File: src/rtl/alu_sequencer.sv
// Purpose: sequences one ALU operation per request through save/load/exec/wait/restore strobes and reports result flags/acc.
// Latency: accept-to-done is 4 edges for non-preserve ops with operand load, 3 without load, 1 for illegal opcodes (+2 with preserve).
// Backpressure: single pending slot; req_ready = !pending_full, so a new request is taken in any state once the slot drains.
// Optional feature macro: ALU_SEQ_PRESERVE_EN (honour req_preserve: save accumulator before, restore after).
module alu_sequencer (
    input  logic       clk,
    input  logic       rst_n,
    input  logic       req_valid,
    output logic       req_ready,
    input  logic [4:0] req_op,
    input  logic [7:0] req_operand,
    input  logic       req_preserve,
    output logic [4:0] alu_opcode,
    output logic [7:0] alu_data,
    output logic       alu_ctrl_sig,
    output logic       alu_tmp_write_en,
    output logic       alu_act_store,
    output logic       alu_act_restore,
    input  logic [3:0] alu_flags_in,
    input  logic [7:0] alu_acc_in,
    output logic       done,
    output logic       err,
    output logic [3:0] res_flags,
    output logic [7:0] res_acc
);

    localparam logic [2:0] S_IDLE    = 3'd0;
    localparam logic [2:0] S_SAVE    = 3'd1;
    localparam logic [2:0] S_LOAD    = 3'd2;
    localparam logic [2:0] S_EXEC    = 3'd3;
    localparam logic [2:0] S_WAIT    = 3'd4;
    localparam logic [2:0] S_RESTORE = 3'd5;
    localparam logic [2:0] S_DONE    = 3'd6;

`ifdef ALU_SEQ_PRESERVE_EN
    localparam logic PRES_EN = 1'b1;
`else
    localparam logic PRES_EN = 1'b0;
`endif

    // DAA and everything above DCR have no ALU meaning.
    function automatic logic op_illegal(input logic [4:0] op);
        return (op == 5'b01100) || (op >= 5'b10010);
    endfunction

    // Opcodes below 01000 take a second operand through the tmp register.
    function automatic logic op_needs_load(input logic [4:0] op);
        return op < 5'b01000;
    endfunction

    logic [2:0] state;
    logic [2:0] state_nxt;
    logic       pend_full;
    logic [4:0] pend_op;
    logic [7:0] pend_operand;
    logic       pend_pres;
    logic [4:0] work_op;
    logic [7:0] work_operand;
    logic       work_pres;
    logic       accept;
    logic       take;

    assign req_ready = !pend_full;
    assign accept    = req_valid && !pend_full;
    assign take      = (state == S_IDLE) && pend_full;

    // Pending slot: filled on accept, drained when IDLE hands it to the working register.
    always_ff @(posedge clk or negedge rst_n) begin
        if (!rst_n) begin
            pend_full    <= 1'b0;
            pend_op      <= 5'd0;
            pend_operand <= 8'd0;
            pend_pres    <= 1'b0;
        end else if (take) begin
            pend_full <= 1'b0;
        end else if (accept) begin
            pend_full    <= 1'b1;
            pend_op      <= req_op;
            pend_operand <= req_operand;
            pend_pres    <= req_preserve & PRES_EN;
        end
    end

    // Working register drives the ALU opcode/data buses for the whole operation.
    always_ff @(posedge clk or negedge rst_n) begin
        if (!rst_n) begin
            work_op      <= 5'd0;
            work_operand <= 8'd0;
            work_pres    <= 1'b0;
        end else if (take) begin
            work_op      <= pend_op;
            work_operand <= pend_operand;
            work_pres    <= pend_pres;
        end
    end

    // Next-state selection; preserve states are only entered when the feature is built in.
    always_comb begin
        state_nxt = state;
        case (state)
            S_IDLE: begin
                if (pend_full) begin
                    if (op_illegal(pend_op))          state_nxt = S_DONE;
                    else if (pend_pres)               state_nxt = S_SAVE;
                    else if (op_needs_load(pend_op))  state_nxt = S_LOAD;
                    else                              state_nxt = S_EXEC;
                end
            end
            S_SAVE:    state_nxt = op_needs_load(work_op) ? S_LOAD : S_EXEC;
            S_LOAD:    state_nxt = S_EXEC;
            S_EXEC:    state_nxt = S_WAIT;
            S_WAIT:    state_nxt = work_pres ? S_RESTORE : S_DONE;
            S_RESTORE: state_nxt = S_DONE;
            S_DONE:    state_nxt = S_IDLE;
            default:   state_nxt = S_IDLE;
        endcase
    end

    // State register; reset aborts any operation in flight.
    always_ff @(posedge clk or negedge rst_n) begin
        if (!rst_n) state <= S_IDLE;
        else        state <= state_nxt;
    end

    // Results captured leaving WAIT, before any restore disturbs the accumulator.
    always_ff @(posedge clk or negedge rst_n) begin
        if (!rst_n) begin
            res_flags <= 4'd0;
            res_acc   <= 8'd0;
        end else if (state == S_WAIT) begin
            res_flags <= alu_flags_in;
            res_acc   <= alu_acc_in;
        end
    end

    assign alu_opcode       = work_op;
    assign alu_data         = work_operand;
    assign alu_tmp_write_en = (state == S_LOAD);
    assign alu_ctrl_sig     = (state == S_EXEC);
`ifdef ALU_SEQ_PRESERVE_EN
    assign alu_act_store    = (state == S_SAVE);
    assign alu_act_restore  = (state == S_RESTORE);
`else
    assign alu_act_store    = 1'b0;
    assign alu_act_restore  = 1'b0;
`endif
    assign done = (state == S_DONE);
    assign err  = (state == S_DONE) && op_illegal(work_op);

endmodule
File: config.mk
export PLATFORM = sky130hd
export DESIGN_NAME = alu_sequencer
export DESIGN_NICKNAME = d
export VERILOG_FILES = /design/src/rtl/alu_sequencer.sv
export SDC_FILE = /design/constraint.sdc
export NUM_CORES = 1
export LEC_CHECK = 0
export BUFFER_PORTS_ARGS = -buffer_cell sky130_fd_sc_hd__buf_2
export CAP_MARGIN = 20
export CORE_ASPECT_RATIO = 1.4
export CORE_MARGIN = 8
export CORE_UTILIZATION = 51
export CTS_BUF_LIST = sky130_fd_sc_hd__clkbuf_2
export DETAILED_ROUTE_END_ITERATION = 10
export PLACE_DENSITY = 0.91
export SYNTH_ARGS = -nofsm -noshare
export SYNTH_HDL_FRONTEND = slang
export SYNTH_SLANG_ARGS = --single-unit
File: constraint.sdc
create_clock -name clk -period 1.8 [get_ports clk]
set_input_delay 0.09 -clock clk [delete_from_list [all_inputs] [get_ports clk]]
set_output_delay 0.09 -clock clk [all_outputs]
set_load 0.005 [all_outputs]
# Word level (Yosys, flattened, before mapping)
# Cells that the tools add are included.
# op_classes
n_mux	7
n_lt_le_gt_ge	4
bitwise	1
n_reduce_logical	10
n_eq_ne	9
# op_table
op	count
$pmux 3 s5	1
$eq 5x4->1 const B	2
$ge 5x5->1 const B	2
$lt 5x4->1 const B	2
$eq 3x3->1 const B	3
$eq 3x2->1 const B	2
$mux 3	2
$mux 1	4
$eq 3x1->1 const B	1
$logic_and 1x1->1	3
$logic_not 3->1	1
$logic_or 1x1->1	2
$ne 2x2->1 const B	1
$reduce_and 2->1	1
$reduce_bool 2->1	1
$reduce_or 2->1	1
$logic_not 1->1	1
$not 1->1	1
# totals
output_inout_bits	32
ff_bits	42

# Logic depth before layout (Yosys ltp)
# depth
word_depth	5
ltp_mapped	5
ltp_nobuf	3

# Worst setup path before layout
# No wires, ideal clock.
# synth_path
path_type	reg-to-reg
from	reg state[2]
to	reg work_operand[3] (netlist: alu_data[3])
slack_ns	0.262
stages_incl_launch_ff	5
t_arrival_ns	1.413
n_path_buf	2
cell_sequence	dfrtp_1 -> buf_6 -> nor4b_4 -> buf_6 -> mux2_2
# synth_via
elab_chain_cells	2
# synth_rtl
element	line_no	source
start, declared	51	logic [2:0] state;
start signal, assigned	122	else state <= state_nxt;
$logic_not 3->1	65	assign take = (state == S_IDLE) && pend_full;
$logic_and 1x1->1	65	
end signal, assigned	92	work_operand <= pend_operand;
end, declared	58	logic [7:0] work_operand;
# No other way between the ends.
# A chain may end at the register's enable or synchronous reset.

# Worst setup path after layout
# layout_path
from	reg state[0]
to	out err
# layout_via
elab_chain_cells	2
# layout_rtl
element	line_no	source
$eq 3x3->1	148	assign err = (state == S_DONE) && op_illegal(work_op);
$logic_and 1x1->1	148	
end, declared	22	output logic err,
# No other way between the ends.

==> results.md <==
- Ranked by total cell area, the synthesized netlist is headed by dfrtp_1 (60%), mux2_2 (24%), buf_6 (1.9%), nor4b_4 (1.4%), nor2b_1 (1.1%).
- The flow ran to the end, and the final reports show no timing, DRC or antenna violations.
- In the global route stage, overall resource usage came out at 15.74%.
- The clock net in this run drives a total of 42 sinks.
- The placement row count is 25.
- The type of origin of the critical path is a flip-flop.
- Following the worst setup path forward leads to its endpoint at err.
- The first global-routing pass estimated 6886 um of wire.
- Based on the critical path, the design can be clocked at up to 0.6258 GHz.
- The clock tree from TritonCTS is done.
- Clock tree synthesis selected as its root buffer the cell clkbuf_2.
- Routability-driven placement finished with a final weighted congestion of 0.7302.
- Of the cells placed in the final design, the portion with a size suffix greater than 1 is 55.02%.
- The horizontal die dimension is 65.55 um.
- The start point of the critical path is state[0]$_DFFE_PN0P_.
- The endpoint identified for the worst register-to-register timing path is alu_data[6]$_DFFE_PN0P_.
- Relative to the synthesized area, the layout overhead comes to 36.40%.
- The worst register-to-register path has a depth of 4.
- Setup repair after global routing left no endpoint under its margin.
- In this run, the number of DRC markers left after iteration 0 of detailed routing was 20.
- Synthesis inferred 42 register bits.
- The synthesized instance count is 117.
- The count of non-filler cells in the finished layout is 249.
- The number of pins exceeding their max-slew limit in the final report came to 0.
- The clock transition at the registers of the reported paths is 210 ps.
- The number of inserted filler cells in the final layout is 227.
- In the routed design, unresolved DRC markers number 0.
- The final total negative setup slack is 0 ps.
- The wire length per cell after detailed routing is 16.33 um.
- The vias after detailed routing is 1245.
- The CTS H-tree depth is 2.
- Counting along the longest clock path gives a buffer depth of 2.
- dfrtp_1 takes more of the synthesized area than any other cell.
- The number of nets in the finished design is 237.
- Port buffering added 57 buffers.
- In this run the worst path has a maximum fanout of 9.
- The worst setup path is of the reg -> out kind.
- The first TritonRoute pass finished after 5 iterations.
- The clock skew is 27.52 ps.
- The remaining number of nets flagged by the antenna check after routing is 0.
- The total standard cell area after synthesis is 0.001753 sq mm.
- The die is 85.37 um tall.
- After synthesis, the most frequently instantiated cells are dfrtp_1 (42), mux2_2 (38), nor2_1 (4).
- The initial antenna violation count is 0.
- For this block, the routed nets add up to 4067 um of wire.
- The synthesized area per cell is 14.98 sq um.
- Across the VDD grid, the largest voltage drop is 0.0009529 V.
- The type of element capturing the critical path is a primary output.
- In this run the tightest slew margin relative to its limit is 39.41%.
- Setup violations remaining at the end of the flow were counted as 0.
- Yosys mapped the design onto 24 distinct sky130hd cell types.
- The number of failing hold endpoints at the final stage is 0.
- The share of the yosys chip area belonging to registers is 59.96%.
- The clock latency reported for the late side of the worst-skew pair is 400 ps.
- The pin count of the biggest net entering global routing is 43.
- Counting tap cells, the placed design contains a total of 210 instances.
- The cell area power density is 1544 mW/mm^2.
- Across the run, the number of max-cap violations was 0.
- After legalization and detailed placement, the total HPWL measured 2840 um.
- The worst hold path belongs to the class in -> async.
- The initial core utilization is 52.37%.
- Counting flops with a built-in enable in the synthesized netlist gives 0.
- The share of synthesized area in the top cell type comes to 59.96%.
- The signal arrival time at the worst endpoint is 1510 ps.
- The Yosys warning count is 0.
- For this run the aggregate overflow at the end of global routing stands at 0.
- The most common cell in the synthesized netlist is dfrtp_1.
- At the worst endpoint, the required time is 1710 ps.
- At the pin with the least slew margin, the transition time is 908.8 ps.
- The core footprint is 0.003347 sq mm.
- The number of global-route vias before repair is 1447.
- The most instantiated flip-flop cell in the synthesis netlist is dfrtp_1.
- The repair_antennas step left the layout with diodes totalling 0.
- The overall power of the completed layout is 3.693 mW.
- The clock period could shrink to 1598 ps.
- The number of primary I/O pins is 61.
- The share of async-settable or async-resettable flops after synthesis is 100.0%.
- The final cycle utilization of the critical path is 88.77%.
- The number of clock buffers inserted by TritonCTS is 5.
- The floorplan step defined a die boundary enclosing 0.005596 sq mm.
- In this run the critical register-to-register path is launched from state[1]$_DFFE_PN0P_.
- After detailed routing, the number of vias per cell comes to 5.000.
- For flop-to-flop paths, the worst setup slack is 230 ps.
- The analysis attributes to cell leakage a power of 1.132 nW.
==> per-layer routing <==
metal / routed length, um / up-vias / track usage, %
met5: 0 / - / 0
met4: 66 / 0 / 5.976
met3: 271 / 6 / 6.192
met2: 2196 / 34 / 26.95
met1: 1532 / 613 / 16.71
li1: - / 592 / -
==> critical path: stages (launching register included) <==
cell and delay [ps]:
dfrtp_2 510, nor3b_1 260, a21boi_0 210, buf_2 140
==> cells by family (layout without fill, tap and decap cells) <==
| logic type | after synthesis | in the layout | synth area share, % |
|---|---|---|---|
| buf+inv | 10 | 101 | 4.068 |
| mux | 39 | 39 | 24.98 |
| simple gates | 15 | 15 | 6.566 |
| flops | 42 | 42 | 59.96 |
| compound gates | 10 | 10 | 4.212 |
| other cells | 1 | 2 | 0.2139 |
==> what timing repair did <==
item | 4_1_cts | 5_1_grt
hold endpoints to repair | 68 | 0
setup buffers | 0 | 4
hold buffers | 27 | 0
gates resized for setup | 0 | 3
endpoints found under the setup margin | 0 | 1
==> layout make-up <==
| cell class | instances | area [sq um] | area share (%) |
|---|---|---|---|
| clock buffer | 5 | 25.02 | 1.047 |
| clock inverter | 3 | 11.26 | 0.4710 |
| inverter | 2 | 7.507 | 0.3140 |
| multi-input combinational | 66 | 634.4 | 26.53 |
| sequential | 42 | 1055 | 44.11 |
| tap | 40 | 50.05 | 2.093 |
| timing repair buffer | 91 | 608.1 | 25.43 |
==> power breakdown <==
| group | switching, mW | internal [mW] |
|---|---|---|
| combinational | 0.592 | 0.948 |
| clock | 0.284 | 0.0830 |
| sequential | 0.360 | 1.43 |
==> worst min path at each step <==
stage / slack (ps) / startpoint / cells past startpoint / end
after floorplan: -210 / rst_n / 0 / alu_data[0]$_DFFE_PN0P_
after global placement: 240 / rst_n / 1 / res_flags[2]$_DFFE_PN0P_
after detailed placement: 270 / rst_n / 1 / pend_operand[6]$_DFFE_PN0P_
after CTS: 330 / rst_n / 2 / res_flags[0]$_DFFE_PN0P_
after global routing: 370 / rst_n / 2 / res_flags[0]$_DFFE_PN0P_
final: 320 / rst_n / 2 / res_flags[0]$_DFFE_PN0P_
==> per-stage QoR <==
| step | worst slack [ps] | utilization (%) | hold WS [ps] | instance area [sq um] |
|---|---|---|---|---|
| CTS | 8.983 | 70.43 | 325.6 | 2357 |
| finish | 202.1 | 71.44 | 324.3 | 2391 |
| floorplan | 262.4 | - | -205.6 | 1757 |
| global placement | 328.3 | 61.27 | 235.9 | 2051 |
| global route | 38.62 | 71.44 | 373.3 | 2391 |
| detailed placement | 277.3 | 61.27 | 266.1 | 2051 |
==> sequential cells by signal (all words and copies together), names as in the netlist <==
name,cells
alu_data,8
alu_opcode,5
pend_full,1
pend_op,5
pend_operand,8
res_acc,8
res_flags,4
state,3
==> layout by cell type (no fill, tap or decap) <==
cell | synthesis | layout
buf_2 | 3 | 57
dfrtp_1 | 42 | 39
mux2_2 | 38 | 38
dlygate4sd3_1 | 0 | 27
buf_4 | 2 | 7
clkbuf_2 | 0 | 5
nor2_1 | 4 | 4
o21ai_0 | 3 | 3
nor2b_1 | 3 | 3
clkinv_1 | 0 | 3
dfrtp_2 | 0 | 3
inv_1 | 2 | 2
nor3b_1 | 2 | 2
a21oi_1 | 2 | 2
conb_1 | 1 | 2
nor3_1 | 1 | 1
and3b_1 | 1 | 1
a21boi_0 | 1 | 1
nor4b_4 | 1 | 1
nor4bb_1 | 1 | 1
o31a_1 | 1 | 1
o31ai_1 | 1 | 1
nor3b_2 | 1 | 1
mux2i_1 | 1 | 1
o21ai_2 | 1 | 1
or2_2 | 1 | 1
o32ai_2 | 1 | 1
No activity file was read; power rests on OpenSTA's default activity.
